`src/rtl/fpga_status_led_pkg.sv`:
```
// Shared types for the board-status LED controller: channel modes, exit-code FSM states.
package fpga_status_led_pkg;

  localparam int unsigned EXIT_NIBBLE_W = 4;

  typedef enum logic [1:0] {
    LED_OFF   = 2'b00,
    LED_ON    = 2'b01,
    LED_BLINK = 2'b10,
    LED_PWM   = 2'b11
  } led_mode_e;

  typedef enum logic [2:0] {
    IDLE  = 3'd0,
    SOLID = 3'd1,
    ON    = 3'd2,
    OFF   = 3'd3,
    GAP   = 3'd4
  } exit_state_e;

endpackage

```
`src/rtl/status_led_channel.sv`:
```
// One LED channel: mode decode, blink phase, PWM compare, and an external override.
module status_led_channel
  import fpga_status_led_pkg::*;
#(
  parameter int unsigned PWM_WIDTH = 8
) (
  input  logic                 clk,
  input  logic                 rst,
  input  led_mode_e            mode,
  input  logic [PWM_WIDTH-1:0] duty,
  input  logic [PWM_WIDTH-1:0] pwm_cnt,
  input  logic                 tick,
  input  logic                 ovr_en,
  input  logic                 ovr_val,
  output logic                 led
);

  logic phase;

  // Phase is held at 0 outside blink so entering blink always starts dark.
  always_ff @(posedge clk) begin
    if (rst) begin
      phase <= 1'b0;
      led   <= 1'b0;
    end else begin
      if (mode != LED_BLINK) begin
        phase <= 1'b0;
      end else if (tick) begin
        phase <= ~phase;
      end

      if (ovr_en) begin
        led <= ovr_val;
      end else begin
        case (mode)
          LED_OFF:   led <= 1'b0;
          LED_ON:    led <= 1'b1;
          LED_BLINK: led <= phase;
          LED_PWM:   led <= (pwm_cnt < duty);
          default:   led <= 1'b0;
        endcase
      end
    end
  end

endmodule

```
`src/rtl/fpga_status_led_ctrl.sv`:
```
// Multi-channel status LED controller with exit-code blink display on EXIT_LED.
// Define FPGA_STATUS_LED_SYNC_EN to pass exit_valid_i through a 2-flop synchronizer.
module fpga_status_led_ctrl
  import fpga_status_led_pkg::*;
#(
  parameter int unsigned NUM_LEDS  = 4,
  parameter int unsigned CNT_WIDTH = 27,
  parameter int unsigned PWM_WIDTH = 8,
  parameter int unsigned EXIT_LED  = 0,
  parameter int unsigned GAP_TICKS = 4
) (
  input  logic                          clk_i,
  input  logic                          rst_i,
  input  logic [CNT_WIDTH-1:0]          div_i,
  input  logic [2*NUM_LEDS-1:0]         mode_i,
  input  logic [PWM_WIDTH*NUM_LEDS-1:0] duty_i,
  input  logic                          exit_valid_i,
  input  logic [31:0]                   exit_value_i,
  output logic [NUM_LEDS-1:0]           led_o,
  output logic                          tick_o,
  output logic                          exit_busy_o
);

  localparam int unsigned GAP_W = (GAP_TICKS > 1) ? $clog2(GAP_TICKS) : 1;

  logic                     ev;
  logic                     ev_prev;
  logic                     exit_start;
  logic [CNT_WIDTH-1:0]     cnt;
  logic [CNT_WIDTH-1:0]     cnt_cur;
  logic [PWM_WIDTH-1:0]     pwm_cnt;
  exit_state_e              state;
  logic [EXIT_NIBBLE_W-1:0] exit_n;
  logic [EXIT_NIBBLE_W-1:0] remaining;
  logic [GAP_W-1:0]         gap_cnt;
  logic [EXIT_NIBBLE_W-1:0] nib;
  logic                     ovr_en;
  logic                     ovr_val;
  logic                     unused_exit_bits;

  assign nib              = exit_value_i[EXIT_NIBBLE_W-1:0];
  assign unused_exit_bits = ^exit_value_i[31:EXIT_NIBBLE_W];

`ifdef FPGA_STATUS_LED_SYNC_EN
  logic [1:0] ev_sync;

  always_ff @(posedge clk_i) begin
    if (rst_i) ev_sync <= 2'b00;
    else       ev_sync <= {ev_sync[0], exit_valid_i};
  end

  assign ev = ev_sync[1];
`else
  assign ev = exit_valid_i;
`endif

  // Reset value 0 makes a level held through reset look like a fresh rising edge.
  always_ff @(posedge clk_i) begin
    if (rst_i) ev_prev <= 1'b0;
    else       ev_prev <= ev;
  end

  assign exit_start = ev && !ev_prev && (state == IDLE);

  // Exit entry restarts the tick period so every burst segment is exactly div_i+1 cycles.
  assign cnt_cur = exit_start ? '0 : cnt;

  always_ff @(posedge clk_i) begin
    if (rst_i) begin
      cnt    <= '0;
      tick_o <= 1'b0;
    end else if (cnt_cur >= div_i) begin
      cnt    <= '0;
      tick_o <= 1'b1;
    end else begin
      cnt    <= cnt_cur + CNT_WIDTH'(1);
      tick_o <= 1'b0;
    end
  end

  always_ff @(posedge clk_i) begin
    if (rst_i) pwm_cnt <= '0;
    else       pwm_cnt <= pwm_cnt + PWM_WIDTH'(1);
  end

  // Exit-code display: n pulses of one tick on / one tick off, then GAP_TICKS dark.
  always_ff @(posedge clk_i) begin
    if (rst_i) begin
      state       <= IDLE;
      exit_busy_o <= 1'b0;
      exit_n      <= '0;
      remaining   <= '0;
      gap_cnt     <= '0;
    end else if (state != IDLE && !ev) begin
      state       <= IDLE;
      exit_busy_o <= 1'b0;
    end else begin
      case (state)
        IDLE: begin
          if (exit_start) begin
            exit_n      <= nib;
            remaining   <= nib;
            gap_cnt     <= '0;
            exit_busy_o <= 1'b1;
            state       <= (nib == '0) ? SOLID : ON;
          end
        end
        SOLID: state <= SOLID;
        ON: begin
          if (tick_o) state <= OFF;
        end
        OFF: begin
          if (tick_o) begin
            if (remaining > EXIT_NIBBLE_W'(1)) begin
              remaining <= remaining - EXIT_NIBBLE_W'(1);
              state     <= ON;
            end else begin
              remaining <= '0;
              gap_cnt   <= '0;
              state     <= GAP;
            end
          end
        end
        GAP: begin
          if (tick_o) begin
            if (gap_cnt == GAP_W'(GAP_TICKS - 1)) begin
              gap_cnt   <= '0;
              remaining <= exit_n;
              state     <= ON;
            end else begin
              gap_cnt <= gap_cnt + GAP_W'(1);
            end
          end
        end
        default: begin
          state       <= IDLE;
          exit_busy_o <= 1'b0;
        end
      endcase
    end
  end

  // Gating with the live level releases the channel on the same edge the FSM idles.
  assign ovr_en  = ev && (state != IDLE);
  assign ovr_val = (state == SOLID) || (state == ON);

  for (genvar i = 0; i < NUM_LEDS; i++) begin : g_ch
    localparam bit IS_EXIT = (i == int'(EXIT_LED));

    status_led_channel #(
      .PWM_WIDTH(PWM_WIDTH)
    ) u_ch (
      .clk     (clk_i),
      .rst     (rst_i),
      .mode    (led_mode_e'(mode_i[2*i +: 2])),
      .duty    (duty_i[PWM_WIDTH*i +: PWM_WIDTH]),
      .pwm_cnt (pwm_cnt),
      .tick    (tick_o),
      .ovr_en  (IS_EXIT ? ovr_en : 1'b0),
      .ovr_val (ovr_val),
      .led     (led_o[i])
    );
  end

endmodule

```
`config.mk`:
```
export PLATFORM = sky130hd
export DESIGN_NAME = fpga_status_led_ctrl
export DESIGN_NICKNAME = d
export VERILOG_FILES = /design/src/rtl/fpga_status_led_pkg.sv /design/src/rtl/status_led_channel.sv /design/src/rtl/fpga_status_led_ctrl.sv
export SDC_FILE = /design/constraint.sdc
export NUM_CORES = 1
export LEC_CHECK = 0
export ABC_AREA = 1
export ABC_CLOCK_PERIOD_IN_PS = 6900
export BUFFER_PORTS_ARGS = -buffer_cell sky130_fd_sc_hd__buf_2
export CORE_AREA = 2 2 96 98
export CTS_CLUSTER_DIAMETER = 30
export DETAILED_ROUTE_END_ITERATION = 16
export DIE_AREA = 0 0 98 100
export PLACE_DENSITY = 0.89
export SETUP_SLACK_MARGIN = 0.15
export SLEW_MARGIN = 20
export SYNTH_ARGS = -nofsm -noshare
export SYNTH_HDL_FRONTEND = slang
export SYNTH_HIERARCHICAL = 1
export SYNTH_SLANG_ARGS = --single-unit
```
`constraint.sdc`:
```
create_clock -name clk_i -period 6.9 [get_ports clk_i]
set_clock_uncertainty 0.05 [all_clocks]
set_input_delay 1.035 -clock clk_i [delete_from_list [all_inputs] [get_ports clk_i]]
set_output_delay 1.035 -clock clk_i [all_outputs]
set_load 0.02 [all_outputs]
```
; ---- Yosys cells after proc, flatten, opt, wreduce, memory -nomap -nowiden
; Index checks and enable logic that the tools add are counted.
[op_classes]
addsub = 4
n_mul = 0
n_div = 0
order_cmp = 6
n_eq_ne = 27
shifts = 0
n_mux = 29
bitwise_logic = 6
n_reduce_logical = 27
[op_table]
columns = cell, count
row1 = < comparator 8 bit, 4
row2 = adder 27 x 1 -> 27 bit (second input constant), 1
row3 = >= comparator 27 bit, 1
row4 = 2-to-1 mux 27 bit, 1
row5 = 2-to-1 mux 4 bit, 5
row6 = inequality test 2 bit (second input constant), 10
row7 = == test 2 bit (second input constant), 9
row8 = 2-to-1 mux 3 bit, 6
row9 = case mux 1 bit (4 select lines), 4
row10 = case mux 3 bit (5 select lines), 1
row11 = 2-to-1 mux 2 bit, 6
row12 = case mux 4 bit (3 select lines), 1
row13 = AND reduction 6 bit, 2
row14 = OR reduction 2 bit, 6
row15 = adder 8 x 1 -> 8 bit (second input constant), 1
row16 = == test 2 x 1 -> 1 bit (second input constant), 4
row17 = logical NOT 2 bit, 4
row18 = == test 3 x 2 -> 1 bit (second input constant), 2
row19 = inverter 1 bit, 6
row20 = case mux 2 bit (3 select lines), 1
row21 = nonzero test 3 bit, 2
row22 = AND reduction 5 bit, 1
row23 = > comparator 4 x 1 -> 1 bit (second input constant), 1
row24 = logical AND 1 bit, 4
row25 = other kinds (13), 16
[word_totals]
register_bits = 59
latchBits = 0
mem_bits_rw = 0
mem_bits_ro = 0
input_bits = 102
out_inout_bits = 6
wordCells = 116
mem_count = 0

; ---- Logic depth before layout (Yosys ltp)
; Gate-level depths: netlist (run 1).
[logic_depth]
word_depth = 6
depth_mapped = 20

; ---- By module
; Netlist (run 1), hierarchy kept.
[by_module_without_submodules]
columns = mod, n_inst, cells_each, area_per_inst_um2, seq_area_each_um2
row1 = fpga_status_led_ctrl, 1, 540, 3583.4, 1021.0
row2 = status_led_channel, 4, 45, 289.0, 40.0

; ---- Worst setup path before layout (run 1)
; Ideal clock, no wire load.
[synth_path]
kind = input to register
from = in exit_valid_i
to = reg cnt[0]
setup_ns = 0.124
arrival_time_ns = 3.132
required_time_ns = 6.726
slack_ns = 3.594
cell_stages = 18
path_cell_list = inv_1 nor2_1 nand3_2 buf_6 buf_4 nand2_1 inv_1 ha_1 nand4_1 nor2_1 nand3_1 nor2_1 nand3_2 nand2_2 nor2_4 nand4_4 buf_6 nor2_2
[synth_via]
elab_chain_len = 5
elab_cells_between_ends = 6
[synth_lines]
columns = element, line
row1 = "start, declared", fpga_status_led_ctrl.sv:17  ; input logic exit_valid_i,
row2 = logical AND 1 bit (*) (2 in a row), fpga_status_led_ctrl.sv:63  ; assign exit_start = ev && !ev_prev && (state == IDLE);
row3 = 2-to-1 mux 27 bit (*), fpga_status_led_ctrl.sv:66  ; assign cnt_cur = exit_start ? '0 : cnt;
row4 = >= comparator 27 bit, fpga_status_led_ctrl.sv:72  ; end else if (cnt_cur >= div_i) begin
row5 = OR reduction 2 bit (no source line), --
row6 = "end signal, assigned", fpga_status_led_ctrl.sv:76  ; cnt <= cnt_cur + CNT_WIDTH'(1);
row7 = "end, declared", fpga_status_led_ctrl.sv:29  ; logic [CNT_WIDTH-1:0] cnt;
; Every way passes the cells marked *; elsewhere a longest branch is shown, timed or not.
; A chain may end at the register's enable or synchronous reset.

; ---- Final worst setup path (run 1)
[layout_path]
from = in exit_valid_i
to = reg cnt[15]
; The elaborated chain is that of the path after synthesis.

==> flow_summary.yaml, run 1 <==
status:
  status: "finished, final reports clean"
grt:
  antenna_found_initial: 0
  grt.total_usage: 0.218
  grt_max_degree: 28
  grt_overflow_total: 0
  grt_pass1_vias: 4352
  grt_pass1_wl_microns: 17800
cells_and_area:
  diodes: 0
  finish.instance_area_sq_um: 5410
  postLayoutCoreUtil: 0.609
  fin_cells: 922
  layout-drive-gt1-share: 0.185
  area_growth_pct: 14.1
  fin_nets: 964
logic_synthesis:
  syn_inst: 720
  synth.distinct_cells: 38
  yosys.area_share.adder: 0.148
  synth-simple-area-share: 0.300
  synth_xor_area_frac: 0.0425
  synth-seq-area-share: 0.249
  synthMuxAreaShare: 0
  synth.avg_cell_area_sq_um: 6.58
  synth_top_family_by_area: "simple AND/OR/NAND/NOR gates"
  ys_seq_elements: 59
  ys.warnings.count: 6
  synth_compound_area_frac: 0.119
  synthesis.area_sq_um: 4740
place:
  dp_hpwl_microns: 7880
  dp.cells: 906
  placed_area_sq_um: 5230
  place_ws_ps: 2460
  gp_congestion: 0.923
  io_buffers: 79
pwr:
  peakVddDrop_mv: 0.122
  swShare: 0.365
  p_leak_nw: 2.88
  combPwrFrac: 0.292
  p_sw_mw: 0.350
  p_int_mw: 0.610
  p_seq_frac: 0.411
  p_per_area_nw_per_um2: 177
  power.clock.fraction: 0.297
worst_setup_path:
  critPathLaunchType: "input port"
  crit_required_ps: 7120
  reg2reg_from: "state[0]"
  r2r-end: "cnt[15]"
  crit_start: "exit_valid_i"
  cp_data_arrival_time_ps: 4310
  critPathKind: "input port to flip-flop"
  cp-end-kind: "flip-flop"
  critPathCapture: "cnt[15]"
  r2r_slack_ps: 3190
  r2r_cells: 16
  path_max_fanout: 27
die:
  core_sq_um: 8890
  die-area_sq_um: 9800
  start_util: 0.533
  fp.dieW_microns: 98
  io_pins: 108
  rows: 35
  die_y_microns: 100
clock_network:
  clkSinkCount: 59
  clk_pin_slew_ps: 70
  h-tree-depth: 3
  cts-buffers-inserted: 9
  tritoncts: "yes"
  insertion_delay_ps: 340
  ctsHoldBuffers: 0
  clockRootBuffer: "clkbuf_8"
  cts.repair.resized: 0
  post_cts_buffers: 0
  ctsLongestPathBuffers: 2
timing:
  setup_tns_ps: 0
  rsz0062_at_grt: "no"
  fmax_ghz: 0.244
  fin_crit_ps: 4090
  fin_crit_sh: 0.593
  layout_setup_ws_ps: 2810
  setup_viol: 0
  hold_viol: 0
  worst_pin_slew_ps: 620
  slew_viol_final: 0
  maxSlewHeadroom: 0.586
drt:
  via_count: 4560
  drt-vias-per-instance: 4.95
  first_iter_violations: 154
  drc_errors: 0
  wire_per_inst_microns: 11.0
  drt_first_pass_iters: 5
  wirelength_microns: 10100
  ant_nets: 0
worst_hold_path:
  hp-class: "flip-flop to flip-flop"
job:
  cap_violations: 0
-- synth_stat cells, drive strengths merged --
master    n  area (sq um)
inv     164           616
nand2   155           597
nor2    115           522
dfxtp    59          1180
ha       56           701
a21oi    47           265
nand3    30           175
o21ai    22           110
xor2     14           123
nor3     10          55.1
xnor2     9          78.8
nand4     6          52.6
buf       5          46.3
o21a      5          37.5
o2111a    4          45.0
o21bai    4          30.0
a211oi    3          22.5
a31oi     2          12.5
nand3b    2          15.0
a21boi    1          11.3
a22oi     1          7.51
a41oi     1          8.76
clkbuf    1          3.75
conb      1          3.75
nor4      1          6.26
o211ai    1          7.51
o22ai     1          6.26
-- cell usage in the layout (no fill, tap or decap), types with 6 or more instances in the layout --
cell type,count
xor2_1,14
nand3_1,25
a21oi_1,41
ha_1,56
clkbuf_8,10
buf_2,79
nand2_2,6
inv_1,161
nand2_1,149
nor3_1,9
o21ai_0,22
dfxtp_1,59
xnor2_1,9
nor2_2,30
nor2_1,83
-- stage by stage --
step                      hold slack [ps]  power [mW]
final                                 407       0.960
after floorplan                       374       0.607
after detailed placement              401       0.680
after global routing                  436        1.03
after global placement                392       0.672
after CTS                             412       0.969
-- layer usage --
| metal | GRT usage | routed length, microns | up-vias |
|---|---|---|---|
| met5 | 0 | 0 | - |
| met4 | 0.0737 | 252 | 0 |
| met3 | 0.0578 | 698 | 30 |
| met2 | 0.405 | 4820 | 146 |
| met1 | 0.241 | 4370 | 1974 |
| li1 | - | - | 2410 |
-- cells by family after synthesis --
family | Yosys count
flops | 59
fa+ha+maj | 56
buf+inv | 170
compound gates | 92
simple gates | 319
other cells | 1
xor+xnor | 23
-- state kept, by name, summed over array words and instances, names as in the netlist --
| signal | cells |
|---|---|
| cnt | 27 |
| ev_prev | 1 |
| exit_busy_o | 1 |
| exit_n | 4 |
| g_ch.u_ch/led | 4 |
| g_ch.u_ch/phase | 4 |
| gap_cnt | 2 |
| pwm_cnt | 8 |
| remaining | 4 |
| state | 3 |
| tick_o | 1 |
-- critical path, stage by stage --
cell and delay (ps):
buf_2 80, inv_1 70, nor2_1 110, nand3_2 490, inv_2 540, nor2_1 160, ha_1 320, a21oi_1 120
o21ai_0 120, nand2_1 90, nand3b_1 70, nand3_1 100, nand2_1 50, nand2_1 50, nand2_1 90, nand2_2 110
nand4_4 450, nor2_1 230
-- how the worst min path moves through the flow --
stage | startpoint | to | slack [ps] | cells past startpoint
finish | exit_n[3] | exit_n[3] | 410 | 2
global route | exit_n[3] | exit_n[3] | 440 | 2
CTS | exit_n[3] | exit_n[3] | 410 | 2
detailed placement | exit_n[3] | exit_n[3] | 400 | 2
global placement | exit_n[3] | exit_n[3] | 390 | 2
floorplan | exit_n[3] | exit_n[3] | 370 | 2
-- power groups by stage --
stage	clock (mW)	sequential (mW)	combinational, mW
floorplan	0	0.405	0.202
global placement	0	0.401	0.271
detailed placement	0	0.402	0.278
CTS	0.294	0.394	0.281
global route	0.308	0.399	0.323
finish	0.286	0.394	0.280
-- final cells by class --
type | instances | area [sq um]
Clock buffer | 10 | 138
Clock inverter | 6 | 41.3
Fill cell | 818 | 3480
Inverter | 164 | 616
Multi-Input combinational cell | 493 | 2900
Sequential cell | 59 | 1180
Tap cell | 111 | 139
Timing Repair Buffer | 79 | 395
Note: power is estimated with default switching activity, not from simulation.
==> inputs of run 2 (changes only) <==
--- a/config.mk
+++ b/config.mk
@@ -6,7 +6,7 @@
 export NUM_CORES = 1
 export LEC_CHECK = 0
 export ABC_AREA = 1
-export ABC_CLOCK_PERIOD_IN_PS = 6900
+export ABC_CLOCK_PERIOD_IN_PS = 4200
 export BUFFER_PORTS_ARGS = -buffer_cell sky130_fd_sc_hd__buf_2
 export CORE_AREA = 2 2 96 98
 export CTS_CLUSTER_DIAMETER = 30
==> constraint.sdc (replaced) <==
create_clock -name clk_i -period 4.2 [get_ports clk_i]
set_clock_uncertainty 0.05 [all_clocks]
set_input_delay 0.63 -clock clk_i [delete_from_list [all_inputs] [get_ports clk_i]]
set_output_delay 0.63 -clock clk_i [all_outputs]
set_load 0.02 [all_outputs]
==> run 2 against run 1 <==
Effect of this change:
- first-iteration DRC count grew 18%
- wire length grew 3.2%
- sequential power grew 64%
- total power grew 78%
- non-clock buffer count grew 1
- global-route usage grew 0.75 points
- hold slack lost 2.7 ps
- design area grew 0.99%
- sequential share of layout area shrank 0.21 points
- die area is the same
- count of clock-buffer cells in the layout grew 1
- register-to-register slack lost 2100 ps
- largest power group unchanged
- highest routed layer unchanged
==> flow_summary.yaml, run 2 (synthesized netlist as in run 1, its figures left out) <==
die:
  start_util: 0.533
  rows: 35
  io_pins: 108
  die_y_microns: 100
  fp.dieW_microns: 98
  die-area_sq_um: 9800
  core_sq_um: 8890
drt:
  wirelength_microns: 10500
  first_iter_violations: 181
  drt-vias-per-instance: 4.91
  drt_first_pass_iters: 4
  via_count: 4527
  wire_per_inst_microns: 11.4
  ant_nets: 0
  drc_errors: 0
cells_and_area:
  layout-drive-gt1-share: 0.185
  largest_reg_flops: 27
  fin_cells: 922
  largestRegisters: "cnt (27), pwm_cnt (8)"
  regMostFlops: "cnt"
  fill_cells: 836
  final_common_cell: "inv_1"
  diodes: 0
  mostFrequentLayoutCells: "161 x inv_1, 149 x nand2_1, 83 x nor2_1"
  area_growth_pct: 15.3
  fin_nets: 965
worst_hold_path:
  hold_end: "exit_n[3]"
  min_from: "exit_n[3]"
  hp-class: "flip-flop to flip-flop"
  whs_path_depth: 2
grt:
  grt.total_usage: 0.226
  grt_pass1_wl_microns: 18400
  grt_pass1_vias: 4502
  grt_overflow_total: 0
  grt_max_degree: 28
  antenna_found_initial: 0
pwr:
  p_per_area_nw_per_um2: 313
  peakVddDrop_mv: 0.153
  p_leak_nw: 2.91
clock_network:
  post_cts_buffers: 0
  clkSinkCount: 59
  cts.repair.resized: 0
  ctsLongestPathBuffers: 2
  clockRootBuffer: "clkbuf_8"
  h-tree-depth: 3
  ctsHoldBuffers: 0
  cts-buffers-inserted: 9
  tritoncts: "yes"
  clk_pin_slew_ps: 70
  insertion_delay_ps: 340
worst_setup_path:
  path_max_fanout: 27
  r2r-end: "cnt[13]"
  crit_slowest_cell: "nand4_4"
  path_cells: "nor2_2 > nand3_2 > inv_2 > nor2_1 > ha_1 > a21oi_1 > o21ai_0 > nand2_1 > nand3b_1 > nand3_1 > nand2_1 > nand2_1 > nand2_1 > nand2_2 > nand4_4 > nor2_1"
  r2r_cells: 16
  r2r_slack_ps: 1040
  cp-end-kind: "flip-flop"
  critPathKind: "flip-flop to flip-flop"
  cpMostUsedCell: "nand2_1"
  slowest_delay_ps: 450
  cp_data_arrival_time_ps: 3360
  critPathLaunchType: "flip-flop"
  reg2reg_from: "state[0]"
  crit_required_ps: 4400
timing:
  maxSlewHeadroom: 0.598
  setup_tns_ps: 0
  fmax_ghz: 0.317
  slew_viol_final: 0
  hold_viol: 0
  rsz0062_at_grt: "no"
  fin_crit_sh: 0.751
  setup_viol: 0
  fin_crit_ps: 3160
  worst_pin_slew_ps: 601
place:
  dp.cells: 907
  dp_hpwl_microns: 8210
  io_buffers: 79
  gp_congestion: 0.923
job:
  cap_violations: 0
status:
  status: "finished, final reports clean"
-- run 2: cell count changes in the layout (fill, tap and decap cells not counted), sizes merged --
cell / change
buf: +1
clkinvlp: -3
clkinv: -1
bufinv: +2
clkbuf: +1
-- run 2: report_power, final --
part / switching, mW / leakage, nW / internal (mW)
clock network: 0.231 / 0.115 / 0.363
registers: 0.0362 / 0.480 / 0.612
logic: 0.302 / 2.32 / 0.166
-- run 2: metrics by stage --
stage / setup slack (ps) / cell area (sq um) / power, mW / util / hold slack, ps
global route: 734 / 5460 / 1.82 / 0.615 / 447
floorplan: 1300 / 4750 / 0.998 / - / 374
CTS: 1040 / 5460 / 1.72 / 0.615 / 407
finish: 1040 / 5460 / 1.71 / 0.615 / 405
detailed placement: 734 / 5240 / 1.12 / 0.589 / 396
global placement: 838 / 5240 / 1.11 / 0.589 / 391
-- run 2: per-layer routing --
layer	GRT usage	part of all wire	up-vias
li1	-	-	2408
met1	0.253	0.43	1971
met2	0.427	0.49	126
met3	0.0460	0.055	22
met4	0.0726	0.017	0
met5	0	0	-
-- run 2: cell type report --
class	instances	area, sq um	share of cell area
Clock buffer	11	151	0.0277
Inverter	164	616	0.113
Sequential cell	59	1180	0.216
Tap cell	111	139	0.0254
Timing Repair Buffer	80	403	0.0737
Clock inverter	4	73.8	0.0135
Multi-Input combinational cell	493	2900	0.531
-- run 2: critical path: cells and delay by family (launching register included) --
family	cells	cell delay, ps
and+or+nand+nor	12	1740
DFF	1	340
buffers and inverters	1	340
adders and majority gates	1	330
AOI/OAI and AO/OA	2	240
-- run 2: worst max-delay path by stage --
stage | from | to | slack, ps | cells after the start
6_report | state[0] | cnt[13] | 1040 | 16
3_3_place_gp | exit_valid_i | cnt[15] | 840 | 17
4_1_cts | state[0] | cnt[18] | 1040 | 16
5_1_grt | state[0] | cnt[17] | 730 | 15
2_1_floorplan | exit_valid_i | cnt[0] | 1300 | 18
3_5_place_dp | exit_valid_i | cnt[18] | 730 | 18
==> inputs of run 3 (changes only) <==
--- a/config.mk
+++ b/config.mk
@@ -6,13 +6,13 @@
 export NUM_CORES = 1
 export LEC_CHECK = 0
 export ABC_AREA = 1
-export ABC_CLOCK_PERIOD_IN_PS = 4200
+export ABC_CLOCK_PERIOD_IN_PS = 2900
 export BUFFER_PORTS_ARGS = -buffer_cell sky130_fd_sc_hd__buf_2
-export CORE_AREA = 2 2 96 98
+export CORE_AREA = 2 2 101 103
 export CTS_CLUSTER_DIAMETER = 30
 export DETAILED_ROUTE_END_ITERATION = 16
-export DIE_AREA = 0 0 98 100
-export PLACE_DENSITY = 0.89
+export DIE_AREA = 0 0 103 105
+export PLACE_DENSITY = 0.85
 export SETUP_SLACK_MARGIN = 0.15
 export SLEW_MARGIN = 20
 export SYNTH_ARGS = -nofsm -noshare
==> constraint.sdc (replaced) <==
create_clock -name clk_i -period 2.9 [get_ports clk_i]
set_clock_uncertainty 0.05 [all_clocks]
set_input_delay 0.435 -clock clk_i [delete_from_list [all_inputs] [get_ports clk_i]]
set_output_delay 0.435 -clock clk_i [all_outputs]
set_load 0.02 [all_outputs]
==> run 3 against run 2 <==
Effect of this change:
- count of clock-buffer cells in the layout did not move
- design area grew 13%
- global-route usage down 2.4 points
- first-iteration DRC count rose by 12%
- die area grew 10%
- critical path type unchanged
- critical endpoint is now cnt[3]
- largest cell class unchanged
==> flow_summary.yaml, run 3 (synthesized netlist as in run 1, its figures left out) <==
drt:
  drc_errors: 0
  first_iter_violations: 202
  wirelength_microns: 11700
  drt_first_pass_iters: 5
  via_count: 4758
  wire_per_inst_microns: 12.0
  ant_nets: 0
  drt-vias-per-instance: 4.87
die:
  die-area_sq_um: 10800
  rows: 36
  io_pins: 108
  core_sq_um: 9640
  start_util: 0.492
  fp.dieW_microns: 103
  die_y_microns: 105
cells_and_area:
  regMostFlops: "cnt"
  largestRegisters: "cnt (27), pwm_cnt (8)"
  final_common_cell: "inv_1"
  mostFrequentLayoutCells: "159 x inv_1, 139 x nand2_1, 79 x buf_2"
  layout-drive-gt1-share: 0.270
  largest_reg_flops: 27
  fin_nets: 998
  area_growth_pct: 30.6
  diodes: 0
worst_setup_path:
  cpMostUsedCell: "nor2_2"
  critPathLaunchType: "flip-flop"
  crit_start: "state[1]"
  slowest_delay_ps: 360
  cp-end-kind: "flip-flop"
  crit_required_ps: 3080
  path_cells: "nor2_4 > nand3_4 > inv_6 > clkbuf_16 > nor2_2 > ha_4 > inv_1 > nor2_2 > nand2_2 > nor2_2 > nand3_1 > nor2_2 > nand3_2 > nand2_2 > nor2_4 > nand4_4 > clkbuf_16 > nor2_2"
  critPathKind: "flip-flop to flip-flop"
  crit_slowest_cell: "dfxtp_4"
  cp_data_arrival_time_ps: 2960
  reg2reg_from: "state[1]"
  path_max_fanout: 8
clock_network:
  clk_pin_slew_ps: 70
  h-tree-depth: 3
  clockRootBuffer: "clkbuf_8"
  ctsLongestPathBuffers: 2
  ctsHoldBuffers: 0
  clkSinkCount: 59
  cts-buffers-inserted: 9
  tritoncts: "yes"
  insertion_delay_ps: 340
timing:
  fin_crit_sh: 0.958
  setup_tns_ps: 0
  fin_crit_ps: 2780
  worst_pin_slew_ps: 540
  maxSlewHeadroom: 0.640
  hold_viol: 0
  fmax_ghz: 0.360
  holdWs_ps: 309
  slew_viol_final: 0
  rsz0062_at_grt: "no"
  setup_viol: 0
status:
  status: "finished, final reports clean"
grt:
  antenna_found_initial: 0
  grt_max_degree: 18
  grt.total_usage: 0.202
  grt_overflow_total: 0
  grt_pass1_vias: 4240
  grt_pass1_wl_microns: 17700
pwr:
  p_per_area_nw_per_um2: 432
  peakVddDrop_mv: 0.333
  p_leak_nw: 3.12
worst_hold_path:
  hp-class: "input port to flip-flop"
  min_from: "mode_i[4]"
place:
  dp_hpwl_microns: 8450
  gp_congestion: 0.928
  io_buffers: 79
job:
  cap_violations: 0
-- run 3: where the power goes --
| part | switching [mW] | internal [mW] | leakage, nW | total (mW) |
|---|---|---|---|---|
| Sequential | 0.0563 | 0.889 | 0.481 | 0.945 |
| Clock | 0.336 | 0.526 | 0.115 | 0.862 |
| Combinational | 0.504 | 0.363 | 2.53 | 0.867 |
-- run 3: metal layers --
layer | global-route usage | vias to the layer above | wire [microns]
met1 | 0.252 | 2093 | 4990
met2 | 0.346 | 158 | 5690
met3 | 0.0462 | 36 | 670
met5 | 0 | - | 0
li1 | - | 2471 | -
met4 | 0.0536 | 0 | 340
-- run 3: cell type report --
cell class,instances,area [sq um]
clock buffers,11,151
multi-input cells,493,3240
fillers,833,3450
repair buffers,113,756
well taps,133,166
clock inverters,4,73.8
inverters,164,621
flip-flops and latches,59,1190
-- run 3: final timing paths --
kind                       to  slack [ps]  depth (start not counted)
min reg2reg         exit_n[3]         410                          2
max reg2reg            cnt[3]         120                         18
max                    cnt[3]         120                         18
min          g_ch[2].u_ch/led         310                          3
-- run 3: critical path: cells and delay by family, from the launching register on --
family / cells / cell delay (ps)
buffers and inverters: 4 / 530
adder cells (fa/ha/maj): 1 / 270
AND/OR/NAND/NOR: 13 / 1430
flip-flops: 1 / 360
-- run 3: what timing repair did --
| item | CTS | global route |
|---|---|---|
| buffers inserted | 0 | 6 |
| gates resized for setup | 2 | 67 |
| hold endpoints to repair | 0 | 0 |
| endpoints found under the setup margin | 17 | 28 |
| cloned | 0 | 3 |
| pin swaps | 0 | 23 |
-- run 3: metrics by stage --
step	setup slack (ps)	util	instances	power (mW)	area [sq um]
2_1_floorplan	194	-	722	1.45	4750
3_3_place_gp	105	0.569	953	1.67	5480
3_5_place_dp	45.2	0.569	953	1.69	5480
4_1_cts	166	0.593	968	2.56	5720
5_1_grt	11.1	0.642	977	2.84	6190
6_report	121	0.642	977	2.68	6190
